**src/rtl/rsa_exp_ctrl.sv**
```systemverilog
// Square-and-multiply sequencer for M^e mod N. Drives one pre-processing unit and
// one shared Montgomery multiplier, and owns the S (result) and T (power) registers.
module rsa_exp_ctrl #(
  parameter int WIDTH = 256,
  parameter int CNT_W = 9
) (
  input  logic             clk,
  input  logic             rst_n,
  input  logic             start,
  input  logic [WIDTH-1:0] e,
  output logic             pp_start,
  input  logic             pp_ready,
  input  logic [WIDTH:0]   pp_V,
  output logic             mm_start,
  output logic [WIDTH-1:0] mm_a,
  output logic [WIDTH-1:0] mm_b,
  input  logic             mm_ready,
  input  logic [WIDTH-1:0] mm_result,
  output logic             busy,
  output logic             done,
  output logic [WIDTH-1:0] result
);

  // Handshake: a *_start pulse lasts one cycle; the datapath raises *_ready (level)
  // when its result is valid. Operands stay stable until the result is captured.
  // The first WAIT cycle ignores ready, so a level left high by the previous
  // request cannot be captured as the new result.

  localparam logic [3:0] IDLE     = 4'd0;
  localparam logic [3:0] PP_GO    = 4'd1;
  localparam logic [3:0] PP_WAIT  = 4'd2;
  localparam logic [3:0] BIT      = 4'd3;
  localparam logic [3:0] MUL_GO   = 4'd4;
  localparam logic [3:0] MUL_WAIT = 4'd5;
  localparam logic [3:0] SQR_GO   = 4'd6;
  localparam logic [3:0] SQR_WAIT = 4'd7;
  localparam logic [3:0] NEXT     = 4'd8;
  localparam logic [3:0] FIN      = 4'd9;

  localparam logic [CNT_W-1:0] LAST_BIT = CNT_W'(WIDTH - 1);

  logic [3:0]       state;
  logic [WIDTH-1:0] s_reg;
  logic [WIDTH-1:0] t_reg;
  logic [WIDTH-1:0] e_reg;
  logic [CNT_W-1:0] cnt;
  logic             guard;
  logic             unused_pp_msb;

  assign unused_pp_msb = pp_V[WIDTH];

  always_ff @(posedge clk or negedge rst_n) begin
    if (!rst_n) begin
      state  <= IDLE;
      s_reg  <= '0;
      t_reg  <= '0;
      e_reg  <= '0;
      cnt    <= '0;
      result <= '0;
      guard  <= 1'b0;
    end else begin
      case (state)
        IDLE: begin
          if (start) begin
            e_reg <= e;
            s_reg <= WIDTH'(1);
            cnt   <= '0;
            state <= PP_GO;
          end
        end
        PP_GO: begin
          guard <= 1'b1;
          state <= PP_WAIT;
        end
        PP_WAIT: begin
          if (guard) begin
            guard <= 1'b0;
          end else if (pp_ready) begin
            t_reg <= pp_V[WIDTH-1:0];
            state <= BIT;
          end
        end
        BIT: begin
          state <= e_reg[0] ? MUL_GO : SQR_GO;
        end
        MUL_GO: begin
          guard <= 1'b1;
          state <= MUL_WAIT;
        end
        MUL_WAIT: begin
          if (guard) begin
            guard <= 1'b0;
          end else if (mm_ready) begin
            s_reg <= mm_result;
            state <= SQR_GO;
          end
        end
        SQR_GO: begin
          guard <= 1'b1;
          state <= SQR_WAIT;
        end
        SQR_WAIT: begin
          if (guard) begin
            guard <= 1'b0;
          end else if (mm_ready) begin
            t_reg <= mm_result;
            state <= NEXT;
          end
        end
        NEXT: begin
          e_reg <= e_reg >> 1;
          // S is final here, so result is already valid in the FIN (done) cycle.
          if (cnt == LAST_BIT) begin
            result <= s_reg;
            state  <= FIN;
          end else begin
            cnt   <= cnt + CNT_W'(1);
            state <= BIT;
          end
        end
        FIN: begin
          state <= IDLE;
        end
        default: begin
          state <= IDLE;
        end
      endcase
    end
  end

  assign pp_start = (state == PP_GO);
  assign mm_start = (state == MUL_GO) || (state == SQR_GO);
  assign busy     = (state != IDLE);
  assign done     = (state == FIN);

  always_comb begin
    mm_a = '0;
    mm_b = '0;
    case (state)
      MUL_GO, MUL_WAIT: begin
        mm_a = s_reg;
        mm_b = t_reg;
      end
      SQR_GO, SQR_WAIT: begin
        mm_a = t_reg;
        mm_b = t_reg;
      end
      default: begin
        mm_a = '0;
        mm_b = '0;
      end
    endcase
  end

endmodule

```
**config.mk**
```make
export PLATFORM = sky130hd
export DESIGN_NAME = rsa_exp_ctrl
export DESIGN_NICKNAME = d
export VERILOG_FILES = /design/src/rtl/rsa_exp_ctrl.sv
export SDC_FILE = /design/constraint.sdc
export NUM_CORES = 2
export LEC_CHECK = 0
export ABC_AREA = 1
export ABC_CLOCK_PERIOD_IN_PS = 4900
export CAP_MARGIN = 20
export CELL_PAD_IN_SITES_DETAIL_PLACEMENT = 0
export CELL_PAD_IN_SITES_GLOBAL_PLACEMENT = 1
export CORE_AREA = 3 3 598 600
export DETAILED_ROUTE_END_ITERATION = 12
export DIE_AREA = 0 0 601 603
export PLACE_DENSITY = 0.44
export SLEW_MARGIN = 20
export SYNTH_ARGS = -nofsm -noshare
export SYNTH_HDL_FRONTEND = slang
export SYNTH_SLANG_ARGS = --single-unit
```
**constraint.sdc**
```tcl
create_clock -name clk -period 4.9 [get_ports clk]
set_clock_uncertainty 0.1 [all_clocks]
set_input_delay 1.47 -clock clk [delete_from_list [all_inputs] [get_ports clk]]
set_output_delay 1.47 -clock clk [all_outputs]
set_load 0.02 [all_outputs]
```
==> reports/metrics.yaml <==
sta:
  min_period_ns: 4.80
  max_freq_mhz: 208
  setup_viol: 0
  period_share_pct: 98.0
  fin_tns_setup_ns: 0
  drv_slew: 0
  rsz0062_at_grt: "true"
  worstMarginPinSlew_ns: 1.12
  slew_headroom_pct: 25.4
  hold_violations: 0
clocking:
  path_clk_slew_ns: 0.05
  cts_root_buffer: "clkbuf_16"
  hold_buffers: 0
  numCtsBuffers: 153
  htree_levels: 4
  tritoncts: "yes"
  cts_sinks: 1038
  clk_path_buf_depth: 4
  clk-insertion-delay-late_ns: 0.85
global_route:
  grt_max_degree: 130
  grt-ovfl-total: 0
  gr-usage-met2_pct: 32.9
  use_met1_pct: 23.2
  grt_use_total_pct: 19.4
  global_route.peak_usage_layer: "met2"
  grt_pass1_vias: 52408
  grt_pass1_wl_um: 486000
  use_met3_pct: 5.74
  antenna_found_initial: 184
route:
  drc: 0
  drtAntennaViolNets: 0
  firstDrtPassIters: 5
  vias_per_cell: 4.08
  vias: 52092
  drtIter0Drc: 4017
  wl_per_cell_um: 28.5
  routed_wl_um: 364000
power:
  ir_worst_vdd_mv: 0.362
  total_power_w: 0.0416
  cellLeakagePower_nw: 34.1
  power_density_mw_per_mm2: 549
die:
  rows: 218
  die_h_um: 603
  die_w_um: 601
  die-area_mm2: 0.362
  start_util_pct: 14.0
  io_pins: 1546
  core-area_mm2: 0.353
run:
  maxCapViolations: 0
setup_path:
  path_max_fanout: 58
  crit_required_ns: 3.33
  cp-start-kind: "register"
  critPathKind: "reg2out"
  end_kind: "output pin"
  worstPathArrival_ns: 3.23
place:
  dp_hpwl_um: 277000
  gp_congestion: 0.909
  dp.cells: 12447
  io_buffers: 1544
finish:
  nets: 8655
  finalNonFillerCells: 12766
  fill_cells: 39496
  multi_input_area_mm2: 0.0201
  utilization_pct: 21.5
  area_delta_synth_final_pct: 54.0
  register_area_mm2: 0.0260
  layout-drive-gt1-share_pct: 5.48
synthesis:
  synth_cell_types: 24
  synthTopCellsByArea: "dfrtp_1 53%, nand2_1 18%, o21ai_0 7.8%, nand3_1 5.4%, o21ai_1 5.3%"
  yosys_warnings: 0
  syn_area_per_cell_um2: 7.54
  synth_common_cells: "2344 x nand2_1, 1038 x dfrtp_1, 771 x o21ai_0"
  synth_area_mm2: 0.0493
  ys_ff_latch: 1038
  yosysSeqAreaShare_pct: 52.7
  synth_ff_type: "dfrtp_1"
  synthArstFlopShare_pct: 100
  synth_cells: 6535
  synth_edf_count: 0
  synth_nets: 7311
  synth_area_leader_cell: "dfrtp_1"
  yosys.cell_count.top_type: "nand2_1"
  synth_top_area_share_pct: 52.7
outcome:
  status: "completed"
worst_hold_path:
  holdCritPathClass: "reg2reg"
==> through the flow <==
step | cell area (µm²) | setup slack [ns] | hold WS, ns
floorplan | 49300 | 1.57 | 0.344
global placement | 70600 | 0.618 | 0.357
detailed placement | 70600 | 0.610 | 0.358
CTS | 75600 | -0.000334 | 0.372
global route | 75800 | -0.0322 | 0.386
finish | 75900 | 0.0992 | 0.369
==> timing repair <==
action | 4_1_cts | 5_1_grt
endpoints found under the hold margin | 0 | 0
cloned | 2 | 0
resized for setup | 88 | 69
setup endpoints to repair | 220 | 72
buffers inserted | 5 | 0
pin swaps | 1 | 0
==> logic make-up after synthesis <==
group,after synthesis,synth area share (%)
adders and majority gates,2,0.0508
and+or+nand+nor,3414,27.4
AOI/OAI and AO/OA,1293,13.1
buffers and inverters,788,6.63
DFF,1038,52.7
==> critical path, cell delays in order (launching register included) <==
cell,delay (ns)
dfrtp_1,0.46
inv_1,0.11
nor2_4,0.22
buf_4,0.18
inv_8,0.10
buf_12,0.22
nor2_2,0.27
clkdlybuf4s50_1,0.64
==> area by class of cell <==
type | count | share of cell area [%]
Antenna cell | 48 | 0.158
Clock buffer | 228 | 5.97
Clock inverter | 36 | 0.444
Inverter | 282 | 1.46
Multi-Input combinational cell | 4709 | 26.5
Sequential cell | 1038 | 34.2
Tap cell | 4730 | 7.80
Timing Repair Buffer | 1695 | 23.4
==> cell usage in the layout, fill, tap and decap left out, types with 3 or more instances in the layout <==
cell type	n
nand2_4	3
clkbuf_16	157
inv_8	4
clkinv_2	23
diode_2	48
nand2_1	2341
dlygate4sd2_1	66
nor2_2	5
nand3_1	535
buf_6	4
clkinv_8	3
buf_16	7
buf_12	80
o21ai_0	762
clkbuf_8	33
inv_1	275
dlymetal6s2s_1	64
dfrtp_1	1038
clkdlybuf4s50_1	1374
o21ai_1	527
buf_4	97
nor2_1	520
inv_6	4
clkbuf_1	38
==> power breakdown <==
part,switching [W],leakage (nW),internal (W)
Combinational,0.0119,17.9,0.00545
Clock,0.00469,2.40,0.00649
Sequential,0.00185,13.7,0.0112
==> worst paths after layout <==
check                            from         end  slack [ns]  depth (start not counted)
max                          state[2]    mm_b[42]         0.1                          7
min                        result[41]  result[41]        0.37                          2
max reg2reg                  state[2]  t_reg[210]        1.09                         11
min reg2reg                result[41]  result[41]        0.37                          2
max in group asynchronous       rst_n  t_reg[193]        2.90                          3
min in group asynchronous       rst_n  e_reg[186]        0.54                          1
==> per-layer routing <==
metal  vias up  routed length (µm)
met5         -                 460
met4        70               13800
met3       534               27600
met2      1797              175000
met1     25957              147000
li1      23734                   -
No activity file was read; power rests on OpenSTA's default activity.
